[src/rtl/hilo_unit_if.sv]
// hilo_unit_if: request/response bundle between the execute stage and the
// HI/LO register unit.
//   req_valid, req_op, hi_in, lo_in : request from the pipeline (master)
//   req_ready                       : unit can accept a request this cycle
//   hi_out, lo_out                  : HI/LO read values for MFHI/MFLO
//   commit                          : HI and/or LO written at end of cycle
interface hilo_unit_if #(
  parameter int unsigned DATA_W = 32
);
  logic              req_valid;
  logic [2:0]        req_op;
  logic [DATA_W-1:0] hi_in;
  logic [DATA_W-1:0] lo_in;
  logic              req_ready;
  logic [DATA_W-1:0] hi_out;
  logic [DATA_W-1:0] lo_out;
  logic              commit;

  modport master (
    output req_valid, req_op, hi_in, lo_in,
    input  req_ready, hi_out, lo_out, commit
  );

  modport slave (
    input  req_valid, req_op, hi_in, lo_in,
    output req_ready, hi_out, lo_out, commit
  );
endinterface

[src/rtl/hilo_unit.sv]
// hilo_unit: architectural HI/LO register pair in the execute stage.
// Commits WRITE/MTHI/MTLO in one cycle and performs MADD/MSUB as a two-cycle
// carry-chained 64-bit add/sub (low half first, then high half).
// Ports:
//   clk     : clock, rising edge
//   resetn  : synchronous active-low reset, highest priority
//   flushE  : execute-stage flush, drops/aborts the uncommitted operation
//   bus     : hilo_unit_if.slave (req_valid, req_op, hi_in, lo_in,
//             req_ready, hi_out, lo_out, commit)
// Optional macro HILO_FWD_EN: hi_out/lo_out bypass the value being committed
// in the current cycle; when undefined they show the stored registers only.
module hilo_unit #(
  parameter int unsigned DATA_W = 32
) (
  input  logic        clk,
  input  logic        resetn,
  input  logic        flushE,
  hilo_unit_if.slave  bus
);

  typedef enum logic [1:0] {
    IDLE   = 2'd0,
    ACC_LO = 2'd1,
    ACC_HI = 2'd2
  } state_t;

  typedef enum logic [2:0] {
    OP_NONE  = 3'd0,
    OP_WRITE = 3'd1,
    OP_MADD  = 3'd2,
    OP_MSUB  = 3'd3,
    OP_MTHI  = 3'd4,
    OP_MTLO  = 3'd5
  } op_t;

  state_t            state;
  logic              ready_q;
  logic [DATA_W-1:0] hi_q;
  logic [DATA_W-1:0] lo_q;
  logic [DATA_W-1:0] lat_hi;
  logic [DATA_W-1:0] lat_lo;
  logic [DATA_W-1:0] lo_sum;
  logic              acc_sub;
  logic              carry;

  logic              op_valid;
  logic              accept;
  logic              is_acc_op;
  logic [DATA_W:0]   lo_acc;
  logic [DATA_W-1:0] hi_acc;
  logic [DATA_W-1:0] hi_next;
  logic [DATA_W-1:0] lo_next;
  logic              hi_we;
  logic              lo_we;

  always_comb begin
    op_valid  = (bus.req_op >= OP_WRITE) && (bus.req_op <= OP_MTLO);
    accept    = (state == IDLE) && bus.req_valid && !flushE && op_valid;
    is_acc_op = (bus.req_op == OP_MADD) || (bus.req_op == OP_MSUB);

    // Bit DATA_W is the carry (add) or borrow (sub) into the high half.
    if (acc_sub)
      lo_acc = {1'b0, lo_q} - {1'b0, lat_lo};
    else
      lo_acc = {1'b0, lo_q} + {1'b0, lat_lo};

    if (acc_sub)
      hi_acc = hi_q - lat_hi - {{(DATA_W-1){1'b0}}, carry};
    else
      hi_acc = hi_q + lat_hi + {{(DATA_W-1){1'b0}}, carry};

    hi_we   = 1'b0;
    lo_we   = 1'b0;
    hi_next = hi_q;
    lo_next = lo_q;

    unique case (state)
      IDLE: begin
        if (accept) begin
          unique case (bus.req_op)
            OP_WRITE: begin
              hi_we   = 1'b1;
              lo_we   = 1'b1;
              hi_next = bus.hi_in;
              lo_next = bus.lo_in;
            end
            OP_MTHI: begin
              hi_we   = 1'b1;
              hi_next = bus.hi_in;
            end
            OP_MTLO: begin
              lo_we   = 1'b1;
              lo_next = bus.lo_in;
            end
            default: ;
          endcase
        end
      end
      ACC_HI: begin
        if (!flushE) begin
          hi_we   = 1'b1;
          lo_we   = 1'b1;
          hi_next = hi_acc;
          lo_next = lo_sum;
        end
      end
      default: ;
    endcase

    // Reset wins over any write, so nothing is reported as committed.
    hi_we = hi_we && resetn;
    lo_we = lo_we && resetn;
  end

  always_ff @(posedge clk) begin
    if (!resetn) begin
      state   <= IDLE;
      ready_q <= 1'b1;
      hi_q    <= '0;
      lo_q    <= '0;
      lat_hi  <= '0;
      lat_lo  <= '0;
      lo_sum  <= '0;
      acc_sub <= 1'b0;
      carry   <= 1'b0;
    end else begin
      if (hi_we) hi_q <= hi_next;
      if (lo_we) lo_q <= lo_next;

      unique case (state)
        IDLE: begin
          if (accept && is_acc_op) begin
            lat_hi  <= bus.hi_in;
            lat_lo  <= bus.lo_in;
            acc_sub <= (bus.req_op == OP_MSUB);
            state   <= ACC_LO;
            ready_q <= 1'b0;
          end
        end
        ACC_LO: begin
          if (flushE) begin
            state   <= IDLE;
            ready_q <= 1'b1;
          end else begin
            lo_sum <= lo_acc[DATA_W-1:0];
            carry  <= lo_acc[DATA_W];
            state  <= ACC_HI;
          end
        end
        ACC_HI: begin
          state   <= IDLE;
          ready_q <= 1'b1;
        end
        default: begin
          state   <= IDLE;
          ready_q <= 1'b1;
        end
      endcase
    end
  end

  assign bus.req_ready = ready_q;
  assign bus.commit    = hi_we || lo_we;

`ifdef HILO_FWD_EN
  assign bus.hi_out = hi_we ? hi_next : hi_q;
  assign bus.lo_out = lo_we ? lo_next : lo_q;
`else
  assign bus.hi_out = hi_q;
  assign bus.lo_out = lo_q;
`endif

endmodule

[src/flat_wrapper.sv]
// flat-port wrapper written by rule: the top's interface ports become plain ports
module hilo_unit_flat 
#(
  parameter int unsigned DATA_W = 32
)
  (clk, resetn, flushE, bus_req_valid, bus_req_op, bus_hi_in, bus_lo_in, bus_req_ready, bus_hi_out, bus_lo_out, bus_commit);
  hilo_unit_if #(.DATA_W(DATA_W)) bus_i ();
  input  logic clk;
  input  logic resetn;
  input  logic flushE;
  input wire logic [$bits(bus_i.req_valid)-1:0] bus_req_valid;
  input wire logic [$bits(bus_i.req_op)-1:0] bus_req_op;
  input wire logic [$bits(bus_i.hi_in)-1:0] bus_hi_in;
  input wire logic [$bits(bus_i.lo_in)-1:0] bus_lo_in;
  output wire logic [$bits(bus_i.req_ready)-1:0] bus_req_ready;
  output wire logic [$bits(bus_i.hi_out)-1:0] bus_hi_out;
  output wire logic [$bits(bus_i.lo_out)-1:0] bus_lo_out;
  output wire logic [$bits(bus_i.commit)-1:0] bus_commit;
  assign bus_i.req_valid = bus_req_valid;
  assign bus_i.req_op = bus_req_op;
  assign bus_i.hi_in = bus_hi_in;
  assign bus_i.lo_in = bus_lo_in;
  assign bus_req_ready = bus_i.req_ready;
  assign bus_hi_out = bus_i.hi_out;
  assign bus_lo_out = bus_i.lo_out;
  assign bus_commit = bus_i.commit;
  hilo_unit #(.DATA_W(DATA_W)) u_core (.clk(clk), .resetn(resetn), .flushE(flushE), .bus(bus_i));
endmodule
[config.mk]
export PLATFORM = sky130hd
export DESIGN_NAME = hilo_unit_flat
export DESIGN_NICKNAME = d
export VERILOG_FILES = /design/src/rtl/hilo_unit_if.sv /design/src/rtl/hilo_unit.sv /design/src/flat_wrapper.sv
export SDC_FILE = /design/constraint.sdc
export NUM_CORES = 1
export LEC_CHECK = 0
export CORE_UTILIZATION = 51
export CTS_BUF_LIST = sky130_fd_sc_hd__clkbuf_8
export CTS_CLUSTER_DIAMETER = 100
export DETAILED_ROUTE_END_ITERATION = 6
export GPL_TIMING_DRIVEN = 0
export PLACE_DENSITY_LB_ADDON = 0.15
export REMOVE_ABC_BUFFERS = 1
export SETUP_SLACK_MARGIN = 0.05
export SLEW_MARGIN = 25
export SYNTH_ARGS = -nofsm -noshare
export SYNTH_HDL_FRONTEND = slang
export SYNTH_SLANG_ARGS = --single-unit
[constraint.sdc]
create_clock -name clk -period 4.3 [get_ports clk]
set_clock_uncertainty 0.1 [all_clocks]
set_input_delay 0.86 -clock clk [delete_from_list [all_inputs] [get_ports clk]]
set_output_delay 0.86 -clock clk [all_outputs]
set_load 0.02 [all_outputs]
# ---- Word-level counts from Yosys, hierarchy flattened
# Index checks and enable logic that the tools add are counted.
dict set report word_totals {
  reg_bits 165
  input_bits 71
  out_inout_bits 66
}
dict set report op_classes {
  n_addsub 6
  order_cmp 2
  n_eq_ne 13
  n_mux 23
  bitwise 1
  n_reduce_logical 19
}
# cell count
set op_table {}
lappend op_table {{$mux W32} 7}
lappend op_table {{$pmux W32 S2} 2}
lappend op_table {{$add A32 B32 Y33} 1}
lappend op_table {{$mux W33} 1}
lappend op_table {{$sub A32 B32 Y33} 1}
lappend op_table {{$add A32 B1 Y32} 1}
lappend op_table {{$add A32 B32 Y32} 1}
lappend op_table {{$sub A32 B1 Y32} 1}
lappend op_table {{$sub A32 B32 Y32} 1}
lappend op_table {{$ne A2 B2 Y1 const B} 5}
lappend op_table {{$reduce_and A5 Y1} 2}
lappend op_table {{$logic_and A1 B1 Y1} 7}
lappend op_table {{$mux W1} 7}
lappend op_table {{$eq A3 B2 Y1 const B} 2}
lappend op_table {{$eq A3 B3 Y1 const B} 2}
lappend op_table {{$pmux W1 S2} 3}
lappend op_table {{$reduce_and A2 Y1} 3}
lappend op_table {{$mux W2} 2}
lappend op_table {{$pmux W2 S2} 1}
lappend op_table {{$reduce_or A2 Y1} 2}
lappend op_table {{$eq A3 B1 Y1 const B} 1}
lappend op_table {{$ge A3 B1 Y1 const B} 1}
lappend op_table {{$le A3 B3 Y1 const B} 1}
lappend op_table {{$eq A2 B1 Y1 const B} 1}
lappend op_table {{other kinds (7)} 8}

# ---- Longest topological paths before layout
# Gate-level depths: netlist (run 1).
dict set report depth {
  ltp_word 8
  mapped_depth 20
}

# ---- Worst setup path after synthesis (run 1)
# OpenSTA, ideal clock, no wires.
dict set report synth_path {
  path_kind {reg-to-reg}
  from {register u_core.lat_lo[2]}
  to {register u_core.carry}
  arrival_ps 3796
  required_time_ps 4126
  setup_slack_ps 329
  stages_incl_launch_ff 16
  n_path_buf 0
  period_less_slack_ps 3971
  cell_sequence {dfxtp_1 -> or3_1 -> nor4_1 -> a21oi_1 -> xnor2_1 -> ha_1 -> a21o_1 -> a21o_1 -> a21o_1 -> a22o_1 -> a2111o_1 -> nand3_1 -> a31o_1 -> nor2_1 -> or4_1 -> a31oi_1}
}
dict set report synth_between {
  elab_chain_cells 2
  word_cells_on_any_way 3
  cone_classes {2 x add/sub; 1 x mux}
}
# element line_no
set synth_rtl {}
lappend synth_rtl {{start, declared} hilo_unit.sv:41} ;# logic [DATA_W-1:0] lat_lo;
lappend synth_rtl {{start signal, assigned} hilo_unit.sv:134} ;# lat_lo <= bus.lo_in;
lappend synth_rtl {{$add A32 B32 Y33 / $sub A32 B32 Y33 (equally long branches)} {hilo_unit.sv:65, hilo_unit.sv:63}}
lappend synth_rtl {{$mux W33 (*)} hilo_unit.sv:62} ;# if (acc_sub)
lappend synth_rtl {{end signal, assigned} hilo_unit.sv:146} ;# carry <= lo_acc[DATA_W];
lappend synth_rtl {{end, declared} hilo_unit.sv:44} ;# logic carry;
# Every way passes the cells marked *; elsewhere a longest branch is shown, timed or not.
# A chain may end at the register's enable or synchronous reset.

# ---- Worst setup path in the final report (run 1)
dict set report layout_path {
  from {register u_core.lat_lo[6]}
  to {register u_core.carry}
}
# The elaborated chain is that of the path after synthesis.

==> results of run 1 <==
==> stage by stage <==
stage,setup TNS (ps),cells
global route,-95.4,2103
CTS,0,2101
global placement,-792110,2045
finish,0,2103
floorplan,-143480,1590
detailed placement,-5660,2064
==> worst max-delay path: stages, from the launching register on <==
cell	delay [ps]
sky130_fd_sc_hd__dfxtp_2	370
sky130_fd_sc_hd__or4_4	580
sky130_fd_sc_hd__nor3_4	190
sky130_fd_sc_hd__nand3b_1	180
sky130_fd_sc_hd__nor2_4	170
sky130_fd_sc_hd__and2_4	180
sky130_fd_sc_hd__nand2_1	60
sky130_fd_sc_hd__nand2_2	150
sky130_fd_sc_hd__o21ai_0	120
sky130_fd_sc_hd__xnor2_1	170
sky130_fd_sc_hd__ha_2	330
sky130_fd_sc_hd__a21o_1	190
sky130_fd_sc_hd__a21oi_1	150
sky130_fd_sc_hd__nor2b_1	70
sky130_fd_sc_hd__a31oi_2	210
sky130_fd_sc_hd__a31o_1	210
sky130_fd_sc_hd__nor2_1	60
sky130_fd_sc_hd__or4_1	390
sky130_fd_sc_hd__a31oi_1	160
==> registers in the layout (all words and copies together), names as in the netlist <==
register,cells
u_core.bus.lo_out,32
u_core.state,2
u_core.carry,1
u_core.lo_sum,32
u_core.lat_hi,32
u_core.bus.req_ready,1
u_core.bus.hi_out,32
u_core.lat_lo,32
u_core.acc_sub,1
==> metal layers <==
layer  wire [um]  share of wire, %  track usage, %  up-vias
met1       16100                45            36.9     5728
met2       16600                46            47.4      369
met4         992               2.8            10.3        2
met3        2260               6.3            5.88       68
li1            -                 -               -     6055
met5          17             0.047               0        -
==> timing repair <==
item / CTS / global route
setup buffers: 4 / 2
gates cloned: 1 / 0
pin swaps: 5 / 7
endpoints found under the hold margin: 0 / 0
resized for setup: 21 / 17
endpoints found under the setup margin: 12 / 8
==> final cells by class <==
type	count	share of cell area, %
Clock buffer	18	1.67
Clock inverter	14	1.08
Inverter	119	3.09
Multi-Input combinational cell	1307	57.8
Sequential cell	165	22.4
Tap cell	319	2.70
Timing Repair Buffer	161	11.3
==> cell usage in the layout (no fill, tap or decap), types with 6 or more instances in the layout <==
| cell | n |
|---|---|
| sky130_fd_sc_hd__nand2_1 | 302 |
| sky130_fd_sc_hd__a21oi_1 | 187 |
| sky130_fd_sc_hd__dfxtp_1 | 162 |
| sky130_fd_sc_hd__clkdlybuf4s50_1 | 134 |
| sky130_fd_sc_hd__ha_1 | 118 |
| sky130_fd_sc_hd__inv_1 | 117 |
| sky130_fd_sc_hd__nor2_1 | 113 |
| sky130_fd_sc_hd__xnor2_1 | 84 |
| sky130_fd_sc_hd__o21ai_0 | 53 |
| sky130_fd_sc_hd__a21o_1 | 41 |
| sky130_fd_sc_hd__a311oi_1 | 38 |
| sky130_fd_sc_hd__xor2_1 | 31 |
| sky130_fd_sc_hd__o211ai_1 | 29 |
| sky130_fd_sc_hd__nor3_1 | 28 |
| sky130_fd_sc_hd__a211oi_1 | 26 |
| sky130_fd_sc_hd__nand3_1 | 23 |
| sky130_fd_sc_hd__a31oi_1 | 18 |
| sky130_fd_sc_hd__clkbuf_8 | 18 |
| sky130_fd_sc_hd__buf_4 | 17 |
| sky130_fd_sc_hd__o21bai_1 | 16 |
| sky130_fd_sc_hd__nand4_1 | 16 |
| sky130_fd_sc_hd__nor2b_1 | 12 |
| sky130_fd_sc_hd__or3_1 | 11 |
| sky130_fd_sc_hd__a221oi_1 | 11 |
| sky130_fd_sc_hd__nand2b_1 | 10 |
| sky130_fd_sc_hd__o31ai_1 | 7 |
| sky130_fd_sc_hd__and3_1 | 7 |
| sky130_fd_sc_hd__inv_8 | 6 |
| sky130_fd_sc_hd__o21ai_1 | 6 |
==> cells by family (layout without fill, tap and decap cells) <==
| group | Yosys count | count (layout) | synth area share, % |
|---|---|---|---|
| AND/OR/NAND/NOR | 573 | 573 | 20.3 |
| AO/OA/AOI/OAI | 486 | 487 | 25.4 |
| buffers and inverters | 208 | 312 | 6.27 |
| flip-flops | 165 | 165 | 26.5 |
| adder cells (fa/ha/maj) | 128 | 128 | 13.1 |
| XOR/XNOR | 115 | 115 | 8.08 |
| multiplexers | 4 | 4 | 0.321 |
==> power by group <==
group / switching (mW) / total (mW) / internal [mW]
registers: 0.0351 / 1.59 / 1.56
clock network: 0.700 / 1.20 / 0.502
logic: 0.699 / 1.26 / 0.559
==> worst paths after layout <==
path         cells past startpoint                to        startpoint  slack [ps]
min reg2reg                      2  u_core.lo_sum[5]  u_core.lo_sum[5]         360
max                             18      u_core.carry  u_core.lat_lo[6]         150
min                              2  u_core.lo_sum[5]  u_core.lo_sum[5]         360
max reg2reg                     18      u_core.carry  u_core.lat_lo[6]         150
==> results_tabular.tex, run 1 <==
\begin{tabular}{lr}
\hline
Metric & Value \\
\hline
\multicolumn{2}{l}{\textbf{Die}} \\
\quad Starting Density & 52.5\% \\
\quad Num ports & 137 \\
\quad Area of the die & 0.0251 mm2 \\
\quad Cell Rows & 56 \\
\quad Die width & 158 um \\
\quad CORE AREA & 0.0238 mm2 \\
\quad Vert. Die Dim & 158 um \\
\multicolumn{2}{l}{\textbf{Synthesis}} \\
\quad Async set or reset register ratio after synthesis & 0\% \\
\quad Gate count of the mapped netlist & 1679 \\
\quad Library cell with the largest summed area after synthesis & sky130\_fd\_sc\_hd\_\_dfxtp\_1 \\
\quad Yosys Warn Count & 0 \\
\quad Synth area leaders & sky130\_fd\_sc\_hd\_\_dfxtp\_1 (26\%), sky130\_fd\_sc\_hd\_\_ha\_1 (12\%), sky130\_fd\_sc\_hd\_\_nand2\_1 (9.2\%) \\
\quad Area share of the leading cell type in the synthesized netlist & 26.5\% \\
\quad Count of distinct cell types in the synthesized netlist & 78 \\
\quad Commonest cells post-synth & sky130\_fd\_sc\_hd\_\_nand2\_1 (304), sky130\_fd\_sc\_hd\_\_a21oi\_1 (190), sky130\_fd\_sc\_hd\_\_dfxtp\_1 (165) \\
\quad Post-synthesis instance area & 0.0125 mm2 \\
\quad Number of enable-type register cells in the synthesized netlist & 0 \\
\quad Mean post-synth cell area & 7.43 um2 \\
\quad Sequential fraction of the synthesis area & 26.5\% \\
\quad Most common cell in the netlist & sky130\_fd\_sc\_hd\_\_nand2\_1 \\
\quad Predominant post-synthesis flop cell & sky130\_fd\_sc\_hd\_\_dfxtp\_1 \\
\quad Post-synthesis sequential element count & 165 \\
\multicolumn{2}{l}{\textbf{Global routing}} \\
\quad Via count of the first global-routing pass & 11.4k \\
\quad Remaining global-route overflow & 0 \\
\quad Wire length of the first global-routing pass & 56.8 mm \\
\quad Number of antenna violations at the first check in global routing & 1 \\
\quad Largest net degree at the start of global routing & 107 \\
\quad All-layer global routing usage & 28.7\% \\
\multicolumn{2}{l}{\textbf{Final layout}} \\
\quad Sequential cell area & 0.00331 mm2 \\
\quad Area occupied by multi-input gates & 0.00856 mm2 \\
\quad Layout cell share with drive strength beyond 1 & 6.56\% \\
\quad Final net count & 1970 \\
\quad Area growth syn-to-layout & 18.7\% \\
\quad Layout fillers & 2184 \\
\quad Post-layout instance area & 0.0148 mm2 \\
\quad Final core area utilization & 62.3\% \\
\quad Antenna fix cells & 0 \\
\multicolumn{2}{l}{\textbf{Clock network}} \\
\quad Clock tree from TritonCTS & built \\
\quad \# clock sinks & 165 \\
\quad Maximum root-to-sink buffer count & 2 \\
\quad H-Tree Level Count & 4 \\
\quad Library cell used as clock root buffer & sky130\_fd\_sc\_hd\_\_clkbuf\_8 \\
\quad CTS clock-pin slew for the worst setup and hold paths & 110 ps \\
\quad Clock insertion delay at the later pin of the skew report & 490 ps \\
\quad Clock buffer count from CTS & 17 \\
\quad Number of buffers inserted by hold repair at cts & 0 \\
\multicolumn{2}{l}{\textbf{Detailed routing}} \\
\quad TritonRoute pass-1 iters & 5 \\
\quad Final wirelength & 36.0 mm \\
\quad Via count & 12.2k \\
\quad DRC marker count from the first detailed-route iteration & 753 \\
\quad Number of antenna-violating nets in the routed design & 0 \\
\quad DRC errors left & 0 \\
\quad Mean number of vias per cell & 5.81 \\
\quad Wire length per cell & 17.1 um \\
\multicolumn{2}{l}{\textbf{Place}} \\
\quad Count of buffers inserted at the top-level ports & 136 \\
\quad Placer's final routability congestion estimate & 0.882 \\
\quad Placed cell area & 0.0142 mm2 \\
\quad Setup WS pre-CTS & -1180 ps \\
\quad DP HPWL & 25.4 mm \\
\multicolumn{2}{l}{\textbf{Critical path}} \\
\quad Required arrival time at the worst endpoint & 4600 ps \\
\quad Element type at the critical path end & flip-flop \\
\quad Worst EP arrival & 4450 ps \\
\quad Type of the worst setup path & flip-flop to flip-flop \\
\quad Crit start category & flip-flop \\
\quad Crit path max fanout & 7 \\
\multicolumn{2}{l}{\textbf{Run}} \\
\quad Total of max-cap violations & 0 \\
\multicolumn{2}{l}{\textbf{Timing}} \\
\quad Unrepaired setup endpoints after global routing & true \\
\quad Final worst-path setup slack & 152 ps \\
\quad Share of the clock period used by the worst path & 96.5\% \\
\quad Max Slew Vio Count & 0 \\
\quad Worst hold slack after final layout & 359 ps \\
\quad Max-slew headroom at the worst pin & 44.4\% \\
\quad Maximum frequency from static timing analysis & 0.241 GHz \\
\quad Worst-margin pin slew & 831 ps \\
\quad Final critical path time including I/O delays and setup & 4150 ps \\
\quad Final setup violation count & 0 \\
\quad Count of final hold-check violations & 0 \\
\multicolumn{2}{l}{\textbf{Run status}} \\
\quad Status & complete, no violations \\
\multicolumn{2}{l}{\textbf{Power}} \\
\quad LEAKAGE & 5.97 nW \\
\quad Power density relative to cell area & 274 mW/mm2 \\
\quad Final Total Pwr & 4.05 mW \\
\quad Peak VDD IR & 0.000164 V \\
\multicolumn{2}{l}{\textbf{Hold path}} \\
\quad Min-delay worst type & flip-flop to flip-flop \\
\hline
\end{tabular}
No activity file was read; power rests on OpenSTA's default activity.
==> inputs of run 2 (changes only) <==
--- a/config.mk
+++ b/config.mk
@@ -5,7 +5,9 @@
 export SDC_FILE = /design/constraint.sdc
 export NUM_CORES = 1
 export LEC_CHECK = 0
-export CORE_UTILIZATION = 51
+export CELL_PAD_IN_SITES_DETAIL_PLACEMENT = 2
+export CELL_PAD_IN_SITES_GLOBAL_PLACEMENT = 2
+export CORE_UTILIZATION = 31
 export CTS_BUF_LIST = sky130_fd_sc_hd__clkbuf_8
 export CTS_CLUSTER_DIAMETER = 100
 export DETAILED_ROUTE_END_ITERATION = 6
==> run 2 against run 1 <==
Via count increased by 3.0%. Largest cell class unchanged. Utilization decreased by 23 points. Highest routed layer is now met4. Final area increased by 4.7%. Power increased by 4.7%. Largest power group unchanged. Hold slack improved by 2.0 ps. Non-clock buffer count increased by 31. Maximum frequency decreased by 1.5%. Sequential share of layout area decreased by 0.98 points. Sequential power about the same. Clock power increased by 3%.
==> results_tabular.tex, run 2 (synthesis results as in run 1) <==
\begin{tabular}{lr}
\hline
Metric & Value \\
\hline
\multicolumn{2}{l}{\textbf{Run status}} \\
\quad Status & complete, no violations \\
\multicolumn{2}{l}{\textbf{Die}} \\
\quad Num ports & 137 \\
\quad Vert. Die Dim & 203 um \\
\quad Cell Rows & 73 \\
\quad CORE AREA & 0.0397 mm2 \\
\quad Area of the die & 0.0410 mm2 \\
\quad Starting Density & 31.4\% \\
\quad Die width & 203 um \\
\multicolumn{2}{l}{\textbf{Timing}} \\
\quad Final setup violation count & 0 \\
\quad Count of final hold-check violations & 0 \\
\quad Max Slew Vio Count & 0 \\
\quad Worst hold slack after final layout & 361 ps \\
\quad Max-slew headroom at the worst pin & 49.6\% \\
\quad Unrepaired setup endpoints after global routing & true \\
\quad Final critical path time including I/O delays and setup & 4210 ps \\
\quad Share of the clock period used by the worst path & 97.9\% \\
\quad Aggregate negative setup slack & 0 ps \\
\quad Worst-margin pin slew & 754 ps \\
\quad Final worst-path setup slack & 90.7 ps \\
\quad Maximum frequency from static timing analysis & 0.238 GHz \\
\multicolumn{2}{l}{\textbf{Clock network}} \\
\quad Clock insertion delay at the later pin of the skew report & 530 ps \\
\quad Number of buffers inserted by hold repair at cts & 0 \\
\quad Library cell used as clock root buffer & sky130\_fd\_sc\_hd\_\_clkbuf\_8 \\
\quad CTS clock-pin slew for the worst setup and hold paths & 90 ps \\
\quad Maximum root-to-sink buffer count & 2 \\
\quad H-Tree Level Count & 4 \\
\quad \# clock sinks & 165 \\
\quad Clock tree from TritonCTS & built \\
\quad Clock buffer count from CTS & 17 \\
\multicolumn{2}{l}{\textbf{Detailed routing}} \\
\quad Met3 Routed Length & 1.25 mm \\
\quad Number of antenna-violating nets in the routed design & 0 \\
\quad TritonRoute pass-1 iters & 4 \\
\quad Mean number of vias per cell & 5.38 \\
\quad Wire length per cell & 20.7 um \\
\quad Metal-1 WL & 23.2 mm \\
\quad DRC marker count from the first detailed-route iteration & 361 \\
\quad Metal2 WL & 23.3 mm \\
\quad Highest routing layer actually used & met4 \\
\quad Via count & 12.6k \\
\quad DRC errors left & 0 \\
\quad Final wirelength & 48.4 mm \\
\multicolumn{2}{l}{\textbf{Final layout}} \\
\quad Final net count & 2001 \\
\quad Most used cells in the layout excluding fill and tap cells & sky130\_fd\_sc\_hd\_\_nand2\_1 (302), sky130\_fd\_sc\_hd\_\_a21oi\_1 (185), sky130\_fd\_sc\_hd\_\_dfxtp\_1 (160), sky130\_fd\_sc\_hd\_\_clkdlybuf4s50\_1 (135) \\
\quad Area growth syn-to-layout & 24.2\% \\
\quad Antenna fix cells & 0 \\
\quad Most common library cell in the layout ignoring fill and taps & sky130\_fd\_sc\_hd\_\_nand2\_1 \\
\quad Layout cell share with drive strength beyond 1 & 8.98\% \\
\multicolumn{2}{l}{\textbf{Critical path}} \\
\quad Cell family with the largest share of critical-path delay & simple AND/OR/NAND/NOR gates \\
\quad Cell type of the slowest stage on the worst timing path & sky130\_fd\_sc\_hd\_\_or4\_4 \\
\quad Startpoint of the worst setup timing path & u\_core.lat\_lo[9] \\
\quad Stage delay of the slowest cell on the critical path & 580 ps \\
\quad Number of buffers and inverters on the critical path & 1 \\
\quad Element type at the critical path end & flip-flop \\
\quad Worst EP arrival & 4560 ps \\
\quad Crit path max fanout & 6 \\
\quad Type of the worst setup path & flip-flop to flip-flop \\
\quad Required arrival time at the worst endpoint & 4660 ps \\
\quad Cells traversed along the worst timing path & or4\_4, buf\_4, o31ai\_2, xor2\_1, ha\_1, and4\_1, and3\_1, a22o\_2, a2111o\_1, nand3\_2, a31o\_1, nor2\_1, or4\_1, a31oi\_1 \\
\quad Reg-to-reg critical path startpoint & u\_core.lat\_lo[9] \\
\quad Crit start category & flip-flop \\
\multicolumn{2}{l}{\textbf{Hold path}} \\
\quad Min-delay worst type & flip-flop to flip-flop \\
\quad Launch instance of the worst min-delay path & u\_core.lo\_sum[13] \\
\multicolumn{2}{l}{\textbf{Global routing}} \\
\quad Number of antenna violations at the first check in global routing & 0 \\
\quad All-layer global routing usage & 23.6\% \\
\quad Wire length of the first global-routing pass & 75.9 mm \\
\quad Largest net degree at the start of global routing & 83 \\
\quad Via count of the first global-routing pass & 13.6k \\
\quad Remaining global-route overflow & 0 \\
\multicolumn{2}{l}{\textbf{Power}} \\
\quad Power density relative to cell area & 274 mW/mm2 \\
\quad LEAKAGE & 6.15 nW \\
\quad Final Total Pwr & 4.24 mW \\
\quad Peak VDD IR & 0.000204 V \\
\multicolumn{2}{l}{\textbf{Place}} \\
\quad Placer's final routability congestion estimate & 0.842 \\
\quad DP HPWL & 35.2 mm \\
\quad Setup WS pre-CTS & -797 ps \\
\quad Count of buffers inserted at the top-level ports & 136 \\
\multicolumn{2}{l}{\textbf{Run}} \\
\quad Total of max-cap violations & 0 \\
\hline
\end{tabular}
==> run 2: cell count changes in the layout (fill, tap and decap cells not counted), sizes merged, moves of 2 or more <==
cell / previous run / this run
clkinv: 3 / 6
buf: 26 / 57
inv: 125 / 119
bufinv: 1 / 3
==> run 2: area by class of cell <==
type                       instances  area [um2]
clock buffer                      18         248
clock inverter                    14         161
fill                            4572       24200
inverter                         119         458
multi-input combinational       1307        8650
sequential                       165        3310
tap                              525         657
timing repair buffer             192        2000
==> run 2: where the power goes <==
group | internal [mW] | switching (mW) | total, mW
sequential | 1.56 | 0.0370 | 1.59
clock | 0.583 | 0.657 | 1.24
combinational | 0.617 | 0.792 | 1.41
==> run 2: stage by stage <==
step / instances / utilization [%] / cell area, um2
final: 2340 / 39.0 / 15500
after global placement: 2251 / 35.6 / 14200
after CTS: 2322 / 38.3 / 15200
after detailed placement: 2278 / 36.8 / 14600
after global routing: 2340 / 39.0 / 15500
after floorplan: 1590 / - / 12100
==> run 2: metal layers <==
metal  track usage [%]  vias up
met5                 0        -
met4              5.67        0
met3              3.21       39
met2              40.5      151
met1              31.1     6299
li1                  -     6104
==> run 2: worst paths after layout <==
kind	depth (start not counted)	endpoint	slack, ps
worst min register to register	2	u_core.lo_sum[13]	360
worst max-delay path	14	u_core.carry	90
worst min-delay path	2	u_core.lo_sum[13]	360
worst max register to register	14	u_core.carry	90
==> run 2: repair_timing <==
action / CTS / global route
pin swaps: 5 / 27
endpoints found under the setup margin: 16 / 12
cloned: 1 / 0
gates resized for setup: 19 / 38
setup buffers: 11 / 18
==> run 2: worst register-to-register path: cells and delay by family (launching register included) <==
family | cells | cell delay [ps]
xor gates and xnor gates | 1 | 200
AOI/OAI and AO/OA | 5 | 1390
adders and majority gates | 1 | 320
buffers and inverters | 1 | 170
DFF | 1 | 340
and+or+nand+nor | 6 | 1620
